$ cat config.mk
export PLATFORM = sky130hd
export DESIGN_NAME = bram_arbiter_flat
export DESIGN_NICKNAME = d
export VERILOG_FILES = /design/src/rtl/bram_arbiter_if.sv /design/src/rtl/bram_arbiter.sv /design/src/flat_wrapper.sv
export SDC_FILE = /design/constraint.sdc
export NUM_CORES = 1
export LEC_CHECK = 0
export ABC_CLOCK_PERIOD_IN_PS = 2029
export CAP_MARGIN = 30
export CELL_PAD_IN_SITES_DETAIL_PLACEMENT = 0
export CELL_PAD_IN_SITES_GLOBAL_PLACEMENT = 1
export CORE_MARGIN = 2
export CORE_UTILIZATION = 13
export CTS_CLUSTER_SIZE = 25
export DETAILED_ROUTE_END_ITERATION = 12
export PLACE_DENSITY_LB_ADDON = 0.1
export RECOVER_POWER = 50
export SLEW_MARGIN = 5
export SYNTH_ARGS = -nofsm -noshare
export SYNTH_HDL_FRONTEND = slang
export SYNTH_SLANG_ARGS = --single-unit
$ cat constraint.sdc
create_clock -name clk -period 2.03 [get_ports clk]
set_input_delay 0.406 -clock clk [delete_from_list [all_inputs] [get_ports clk]]
set_output_delay 0.406 -clock clk [all_outputs]
set_load 0.02 [all_outputs]
$ cat src/rtl/bram_arbiter_if.sv
// Bus bundle between CPU mem stage, accelerator load/store port and the shared data BRAM.
// The slave modport is the arbiter's view; master is the surrounding environment.
interface bram_arbiter_if #(
  parameter int unsigned ADDR_W = 16,
  parameter int unsigned DATA_W = 16
) ();
  logic              cpu_en;
  logic              cpu_wr;
  logic [ADDR_W-1:0] cpu_addr;
  logic [DATA_W-1:0] cpu_wdata;
  logic              cpu_stall;
  logic [DATA_W-1:0] cpu_rdata;

  logic              acc_req;
  logic              acc_wr;
  logic [ADDR_W-1:0] acc_addr;
  logic [DATA_W-1:0] acc_wdata;
  logic              acc_gnt;
  logic              acc_rvalid;
  logic [DATA_W-1:0] acc_rdata;

  logic              bram_en;
  logic              bram_wr;
  logic [ADDR_W-1:0] bram_addr;
  logic [DATA_W-1:0] bram_wdata;
  logic [DATA_W-1:0] bram_rdata;

  modport slave (
    input  cpu_en, cpu_wr, cpu_addr, cpu_wdata,
    output cpu_stall, cpu_rdata,
    input  acc_req, acc_wr, acc_addr, acc_wdata,
    output acc_gnt, acc_rvalid, acc_rdata,
    output bram_en, bram_wr, bram_addr, bram_wdata,
    input  bram_rdata
  );

  modport master (
    output cpu_en, cpu_wr, cpu_addr, cpu_wdata,
    input  cpu_stall, cpu_rdata,
    output acc_req, acc_wr, acc_addr, acc_wdata,
    input  acc_gnt, acc_rvalid, acc_rdata,
    input  bram_en, bram_wr, bram_addr, bram_wdata,
    output bram_rdata
  );
endinterface

$ cat src/rtl/bram_arbiter.sv
// CPU-priority arbiter for the single-port data BRAM; a saturating wait counter forces
// a bounded accelerator burst so the accelerator cannot starve.
module bram_arbiter #(
  parameter int unsigned ADDR_W       = 16,
  parameter int unsigned DATA_W       = 16,
  parameter int unsigned ACC_MAX_WAIT = 4,
  parameter int unsigned ACC_BURST    = 4
) (
  input logic           clk,
  input logic           rst,
  bram_arbiter_if.slave bus
);
  localparam int unsigned WaitW  = $clog2(ACC_MAX_WAIT + 1);
  localparam int unsigned BurstW = $clog2(ACC_BURST + 1);
  localparam logic [WaitW-1:0]  WaitMax  = WaitW'(ACC_MAX_WAIT);
  localparam logic [BurstW-1:0] BurstMax = BurstW'(ACC_BURST);

  typedef enum logic [0:0] {StCpuPri, StAccBurst} state_e;

  state_e            state_q, state_d;
  logic [WaitW-1:0]  wait_cnt_q, wait_cnt_d;
  logic [BurstW-1:0] burst_cnt_q, burst_cnt_d;
  logic              cpu_rd_q, cpu_rd_d;
  logic              acc_rd_q, acc_rd_d;
  logic              cpu_grant, acc_grant;
  logic [BurstW-1:0] burst_inc;
  logic [ADDR_W-1:0] addr_mux;
  logic [DATA_W-1:0] wdata_mux;

  assign burst_inc = burst_cnt_q + 1'b1;

  always_ff @(posedge clk or posedge rst) begin
    if (rst) begin
      state_q     <= StCpuPri;
      wait_cnt_q  <= '0;
      burst_cnt_q <= '0;
      cpu_rd_q    <= 1'b0;
      acc_rd_q    <= 1'b0;
    end else begin
      state_q     <= state_d;
      wait_cnt_q  <= wait_cnt_d;
      burst_cnt_q <= burst_cnt_d;
      cpu_rd_q    <= cpu_rd_d;
      acc_rd_q    <= acc_rd_d;
    end
  end

  always_comb begin
    state_d     = state_q;
    burst_cnt_d = burst_cnt_q;
    cpu_grant   = 1'b0;
    acc_grant   = 1'b0;
    // Grants are masked while reset is held so the BRAM never sees an access then.
    if (!rst) begin
      unique case (state_q)
        StCpuPri: begin
          if (bus.acc_req && (!bus.cpu_en || wait_cnt_q == WaitMax)) begin
            acc_grant = 1'b1;
            if (bus.cpu_en && ACC_BURST > 1) begin
              state_d     = StAccBurst;
              burst_cnt_d = BurstW'(1);
            end
          end else if (bus.cpu_en) begin
            cpu_grant = 1'b1;
          end
        end
        StAccBurst: begin
          if (bus.acc_req) begin
            acc_grant   = 1'b1;
            burst_cnt_d = burst_inc;
            if (burst_inc == BurstMax) begin
              state_d     = StCpuPri;
              burst_cnt_d = '0;
            end
          end else begin
            // Accelerator walked away early: hand the cycle straight back to the CPU.
            cpu_grant   = bus.cpu_en;
            state_d     = StCpuPri;
            burst_cnt_d = '0;
          end
        end
        default: state_d = StCpuPri;
      endcase
    end
  end

  always_comb begin
    wait_cnt_d = wait_cnt_q;
    if (!bus.acc_req || acc_grant) begin
      wait_cnt_d = '0;
    end else if (wait_cnt_q != WaitMax) begin
      wait_cnt_d = wait_cnt_q + 1'b1;
    end
  end

  assign cpu_rd_d = cpu_grant && !bus.cpu_wr;
  assign acc_rd_d = acc_grant && !bus.acc_wr;

  always_comb begin
    addr_mux  = '0;
    wdata_mux = '0;
    if (acc_grant) begin
      addr_mux  = bus.acc_addr;
      wdata_mux = bus.acc_wdata;
    end else if (cpu_grant) begin
      addr_mux  = bus.cpu_addr;
      wdata_mux = bus.cpu_wdata;
    end
  end

  assign bus.bram_en    = cpu_grant | acc_grant;
  assign bus.bram_wr    = (acc_grant & bus.acc_wr) | (cpu_grant & bus.cpu_wr);
  assign bus.bram_addr  = addr_mux;
  assign bus.bram_wdata = wdata_mux;

  assign bus.cpu_stall  = bus.cpu_en && !cpu_grant && !rst;
  assign bus.acc_gnt    = acc_grant;
  assign bus.cpu_rdata  = cpu_rd_q ? bus.bram_rdata : '0;
  assign bus.acc_rvalid = acc_rd_q;
  assign bus.acc_rdata  = acc_rd_q ? bus.bram_rdata : '0;
endmodule

$ cat src/flat_wrapper.sv
// flat-port wrapper written by rule: the top's interface ports become plain ports
module bram_arbiter_flat 
#(
  parameter int unsigned ADDR_W       = 16,
  parameter int unsigned DATA_W       = 16,
  parameter int unsigned ACC_MAX_WAIT = 4,
  parameter int unsigned ACC_BURST    = 4
)
  (clk, rst, bus_cpu_en, bus_cpu_wr, bus_cpu_addr, bus_cpu_wdata, bus_cpu_stall, bus_cpu_rdata, bus_acc_req, bus_acc_wr, bus_acc_addr, bus_acc_wdata, bus_acc_gnt, bus_acc_rvalid, bus_acc_rdata, bus_bram_en, bus_bram_wr, bus_bram_addr, bus_bram_wdata, bus_bram_rdata);
  bram_arbiter_if #(.ADDR_W(ADDR_W), .DATA_W(DATA_W)) bus_i ();
  input logic clk;
  input logic rst;
  input wire logic [$bits(bus_i.cpu_en)-1:0] bus_cpu_en;
  input wire logic [$bits(bus_i.cpu_wr)-1:0] bus_cpu_wr;
  input wire logic [$bits(bus_i.cpu_addr)-1:0] bus_cpu_addr;
  input wire logic [$bits(bus_i.cpu_wdata)-1:0] bus_cpu_wdata;
  output wire logic [$bits(bus_i.cpu_stall)-1:0] bus_cpu_stall;
  output wire logic [$bits(bus_i.cpu_rdata)-1:0] bus_cpu_rdata;
  input wire logic [$bits(bus_i.acc_req)-1:0] bus_acc_req;
  input wire logic [$bits(bus_i.acc_wr)-1:0] bus_acc_wr;
  input wire logic [$bits(bus_i.acc_addr)-1:0] bus_acc_addr;
  input wire logic [$bits(bus_i.acc_wdata)-1:0] bus_acc_wdata;
  output wire logic [$bits(bus_i.acc_gnt)-1:0] bus_acc_gnt;
  output wire logic [$bits(bus_i.acc_rvalid)-1:0] bus_acc_rvalid;
  output wire logic [$bits(bus_i.acc_rdata)-1:0] bus_acc_rdata;
  output wire logic [$bits(bus_i.bram_en)-1:0] bus_bram_en;
  output wire logic [$bits(bus_i.bram_wr)-1:0] bus_bram_wr;
  output wire logic [$bits(bus_i.bram_addr)-1:0] bus_bram_addr;
  output wire logic [$bits(bus_i.bram_wdata)-1:0] bus_bram_wdata;
  input wire logic [$bits(bus_i.bram_rdata)-1:0] bus_bram_rdata;
  assign bus_i.cpu_en = bus_cpu_en;
  assign bus_i.cpu_wr = bus_cpu_wr;
  assign bus_i.cpu_addr = bus_cpu_addr;
  assign bus_i.cpu_wdata = bus_cpu_wdata;
  assign bus_cpu_stall = bus_i.cpu_stall;
  assign bus_cpu_rdata = bus_i.cpu_rdata;
  assign bus_i.acc_req = bus_acc_req;
  assign bus_i.acc_wr = bus_acc_wr;
  assign bus_i.acc_addr = bus_acc_addr;
  assign bus_i.acc_wdata = bus_acc_wdata;
  assign bus_acc_gnt = bus_i.acc_gnt;
  assign bus_acc_rvalid = bus_i.acc_rvalid;
  assign bus_acc_rdata = bus_i.acc_rdata;
  assign bus_bram_en = bus_i.bram_en;
  assign bus_bram_wr = bus_i.bram_wr;
  assign bus_bram_addr = bus_i.bram_addr;
  assign bus_bram_wdata = bus_i.bram_wdata;
  assign bus_i.bram_rdata = bus_bram_rdata;
  bram_arbiter #(.ADDR_W(ADDR_W), .DATA_W(DATA_W), .ACC_MAX_WAIT(ACC_MAX_WAIT), .ACC_BURST(ACC_BURST)) u_core (.clk(clk), .rst(rst), .bus(bus_i));
endmodule
== Word-level counts from Yosys, hierarchy flattened ==
Cells that the tools add are included.

* Mux-type cells: 26
* Eq/ne operators: 5
* Bitwise operators: 6
* Add/subtract/negate cells: 2
* Reduce and logical (&&, ||, !) cells: 15

{| class="wikitable"
|+ Operators with widths
! kind !! number
|-
| 2-to-1 mux 16 bit || 6
|-
| 2-to-1 mux 3 bit || 6
|-
| 2-to-1 mux 1 bit || 10
|-
| adder 3 x 1 -> 3 bit, second input constant || 2
|-
| == test 3 bit, second input constant || 2
|-
| logical NOT 1 bit || 6
|-
| case mux 1 bit (2 select lines) || 3
|-
| case mux 3 bit (2 select lines) || 1
|-
| logical AND 1 bit || 5
|-
| inequality test 3 bit, second input constant || 1
|-
| AND reduction 3 bit || 1
|-
| AND 1 bit || 2
|-
| logical OR 1 bit || 2
|-
| inequality test 2 x 1 -> 1 bit, second input constant || 1
|-
| inequality test 2 bit, second input constant || 1
|-
| NOT 1 bit || 2
|-
| OR 1 bit || 2
|-
| nonzero test 2 bit || 1
|}

* Input bits: 86
* Word-level logic and storage cells: 59
* Register bits: 9
* Output and inout bits: 69

== Depth between registers and ports, before layout ==
* Word-level depth: 9
* Gate-level depth with buffers: 7
* Depth with buffers taken out: 5

== Worst setup path before layout ==
No wires, ideal clock.

* Path kind: reg2out
* From: register u_core.wait_cnt_q[0]
* To: output port bus_bram_addr[0]
* Data arrival time: 1.620 ns
* Setup slack: 0.004 ns
* Buffers on the path: 2
* Stages on the path, launching flop included: 8
* Data required time: 1.624 ns
* Cell sequence: dfrtp_1 > inv_1 > ha_1 > a21o_1 > o211a_1 > buf_2 > buf_6 > a22o_1

* Longest elaborated chain between the ends: 8
* Elaborated cells on any way between the ends: 11
* Classes of those cells: eq/ne: 1; mux: 8; reduce/logical: 2

{| class="wikitable"
|+ RTL lines
! element !! line !! RTL
|-
| from (decl) || bram_arbiter.sv:21 || <nowiki>logic [WaitW-1:0] wait_cnt_q, wait_cnt_d;</nowiki>
|-
| from (signal assigned) || bram_arbiter.sv:41 || <nowiki>wait_cnt_q <= wait_cnt_d;</nowiki>
|-
| == test 3 bit * || bram_arbiter.sv:57 || <nowiki>if (bus.acc_req && (!bus.cpu_en || wait_cnt_q == WaitMax)) begin</nowiki>
|-
| logical OR 1 bit * || bram_arbiter.sv:57 ||
|-
| logical AND 1 bit * || bram_arbiter.sv:57 ||
|-
| 2-to-1 mux 1 bit || bram_arbiter.sv:57 ||
|-
| case mux 1 bit (2 select lines) || bram_arbiter.sv:55 || <nowiki>unique case (state_q)</nowiki>
|-
| 2-to-1 mux 1 bit || bram_arbiter.sv:54 || <nowiki>if (!rst) begin</nowiki>
|-
| 2-to-1 mux 16 bit || bram_arbiter.sv:105 || <nowiki>end else if (cpu_grant) begin</nowiki>
|-
| 2-to-1 mux 16 bit * || bram_arbiter.sv:102 || <nowiki>if (acc_grant) begin</nowiki>
|-
| to (decl) || flat_wrapper.sv:28 || <nowiki>output wire logic [$bits(bus_i.bram_addr)-1:0] bus_bram_addr;</nowiki>
|}

Mark *: on every way between the ends. The rest lies on a longest branch, timed or not.

== Worst setup path in the final report ==
* From: input port bus_cpu_en
* To: output port bus_bram_wdata[0]

* Longest elaborated chain between the ends: 8
* Elaborated cells on any way between the ends: 13
* Classes of those cells: mux: 10; reduce/logical: 3

{| class="wikitable"
|+ RTL lines
! element !! line !! RTL
|-
| from (decl) || flat_wrapper.sv:13 || <nowiki>input wire logic [$bits(bus_i.cpu_en)-1:0] bus_cpu_en;</nowiki>
|-
| logical NOT 1 bit || bram_arbiter.sv:57 ||
|-
| logical OR 1 bit || bram_arbiter.sv:57 ||
|-
| logical AND 1 bit || bram_arbiter.sv:57 ||
|-
| 2-to-1 mux 1 bit || bram_arbiter.sv:57 ||
|-
| case mux 1 bit (2 select lines) || bram_arbiter.sv:55 ||
|-
| 2-to-1 mux 1 bit || bram_arbiter.sv:54 ||
|-
| 2-to-1 mux 16 bit || bram_arbiter.sv:105 ||
|-
| 2-to-1 mux 16 bit * || bram_arbiter.sv:102 ||
|-
| to (decl) || flat_wrapper.sv:29 || <nowiki>output wire logic [$bits(bus_i.bram_wdata)-1:0] bus_bram_wdata;</nowiki>
|}

Marks and branches as above.

==> run summary <==
run status: finished with violations
number of global-route vias before repair: 1715
Chip Width: 94.2 um
row count: 32
Warnings, synthesis: 0
Port Buffer Count: 154
GRT overflow: 0
CTS H-tree lvls: 1
DRT iter0 DRCs: 43
area of the multi-input gates: 790 um2
P&R area growth vs syn: 205%
detailed placement HPWL: 4340 um
Peak supply drop: 0.000190 V
cts bufs inserted: 3
Mapped Cells: 130
post-synth net total: 220
initial antenna violation count: 0
CTS root buf: clkbuf_8
FF/Latch Area: 225 um2
core area: 7810 um2
routed vias/inst: 4.12
Worst-Margin Slew: 534 ps
gpl congestion: 0.714
hold path startpoint: u_core.burst_cnt_q[1]
# nets final: 404
routed len/inst: 15.0 um
worst-path maximum fanout: 8
GR Util All Layers: 12.4%
commonest non-fill, non-tap cell in the layout: clkdlybuf4s50_1
Crit path required time: 1620 ps
reg2reg setup slack: 410 ps
CTS tree: built
max cap viols: 0
critical path endpoint: bus_bram_wdata[0]
RSZ-0062 raised after global routing: true
Avg Synthesized Cell Area: 8.14 um2
Leakage: 1.59 nW
Finish-stage setup viols: 35
antenna-violating nets left: 0
share of cells above drive strength 1: 25.6%
final WL: 6230 um
nature of the critical path endpoint: output port
fmax: 437 MHz
TritonRoute pass-1 iters: 4
Tmin final: 2290 ps
fin cells: 415
n_diodes: 0
Final period util: 113%
number of synthesized register bits: 9
Critical Path Start: bus_cpu_en
die area: 8880 um2
commonest non-fill, non-tap cells in the layout: clkdlybuf4s50_1 (97), buf_6 (37), a22o_1 (33), and2_1 (32), buf_4 (16)
I/O pin count: 155
Synth cell types: 27
Starting Density: 13.6%
Worst Skew: 3.13 ps
Clock Sinks: 9
dpl cells: 394
pwr/cell area: 383 nW/um2
residual DRC count: 0
Via Count: 1710
worst r2r path cells: 7
failing checks: setup timing
Hold/Removal Path Class: flop to flop
first-pass GRT wire length: 8570 um
filler cell count in the final layout: 804
largest net degree at the start of global routing: 19
Hold Buf Count CTS: 0
Die Y: 94.2 um
Mapped Area: 1060 um2
final slew viol count: 0
sequential share of the synthesized area: 21.3%
R2R Path End: u_core.wait_cnt_q[2]
setup TNS: -7820 ps
RR Startpoint: u_core.wait_cnt_q[0]
Setup WS pre-CTS: -619 ps
CTS clock-pin slew for the worst setup and hold paths: 40 ps
Max transition margin: 64.4%
Worst-Skew Late Latency: 230 ps
Setup CP Type: primary input to output port
Fin. Hold Viols: 0
Max Buffers Root-to-Sink: 2
Arr. time, crit path: 1880 ps
total power: 1.24 mW
final worst setup slack: -257 ps
Startpoint Class: primary input
-- metal layers --
metal / GRT usage, % / routed length [um] / vias up
met1: 12.4 / 2020 / 754
li1: - / - / 852
met5: 0 / 0 / -
met2: 25.0 / 3440 / 102
met4: 2.17 / 25 / 0
met3: 3.69 / 750 / 2
-- flip-flops by register name, summed over array words and instances (netlist names) --
register / count
u_core.bus.acc_rvalid: 1
u_core.burst_cnt_q: 3
u_core.cpu_rd_q: 1
u_core.wait_cnt_q: 3
u_core.state_q: 1
-- worst min path at each step --
stage                     slack [ps]  depth (start not counted)                     to
after floorplan                  240                          1  u_core.burst_cnt_q[0]
after global placement           530                          1  u_core.burst_cnt_q[1]
after detailed placement         540                          1  u_core.burst_cnt_q[1]
after CTS                        540                          1  u_core.burst_cnt_q[1]
after global routing             570                          1  u_core.burst_cnt_q[1]
final                            550                          1  u_core.burst_cnt_q[1]
-- final cells by class --
| class | count | area share [%] |
|---|---|---|
| timing repair buffer | 189 | 62.5 |
| multi-input combinational | 105 | 24.5 |
| sequential | 9 | 6.98 |
| clock buffer | 4 | 1.40 |
| tap | 102 | 3.95 |
| inverter | 6 | 0.698 |
-- worst max-delay path: stages --
cell and delay [ps]:
clkdlybuf4s50_1 500, inv_1 60, o211a_4 340, clkbuf_16 190
a22o_1 240, buf_6 130
-- power breakdown --
part / total [mW] / internal [mW] / switching [mW]
combinational: 0.793 / 0.478 / 0.314
sequential: 0.243 / 0.214 / 0.0292
clock: 0.201 / 0.136 / 0.0646
total: 1.24 / 0.828 / 0.408
-- logic make-up after synthesis --
group	share of synthesized area, %
fa+ha+maj	4.73
mux	1.06
flops	21.3
compound gates	35.9
simple gates	29.2
buf+inv	6.97
xor+xnor	0.828
-- synth_stat cells (all sizes together) --
| cell type | count | area (um2) |
|---|---|---|
| o32a | 1 | 10.0 |
| or3b | 1 | 8.76 |
| inv | 6 | 22.5 |
| a21o | 1 | 7.51 |
| buf | 6 | 36.3 |
| ha | 4 | 50.1 |
| nor3 | 2 | 10.0 |
| a21oi | 4 | 23.8 |
| mux2 | 1 | 11.3 |
| o211a | 1 | 10.0 |
| a211o | 2 | 17.5 |
| nand2b | 2 | 12.5 |
| o22ai | 2 | 12.5 |
| nand3 | 4 | 20.0 |
| nor2b | 3 | 18.8 |
| nor2 | 2 | 7.51 |
| o21ai | 2 | 10.0 |
| a22o | 33 | 289 |
| dfrtp | 9 | 225 |
| nand4 | 1 | 6.26 |
| nand2 | 5 | 18.8 |
| clkbuf | 4 | 15.0 |
| and2 | 32 | 200 |
| or2 | 1 | 6.26 |
| xor2 | 1 | 8.76 |
-- metrics by stage --
stage                     area [um2]  hold slack, ps  utilization, %
final                           3230             547            41.3
after global routing            3230             572            41.3
after CTS                       2990             545            38.3
after detailed placement        2840             535            36.3
after global placement          2840             534            36.3
after floorplan                 1060             242               -
-- timing repair --
action                                 in CTS  in global routing
resized for setup                         176                 67
setup endpoints to repair                  37                 55
endpoints found under the hold margin       0                  0
gates cloned                                5                  6
pin swaps                                  10                 18
buffers inserted                            5                  1
(Power assumes the default switching activity.)
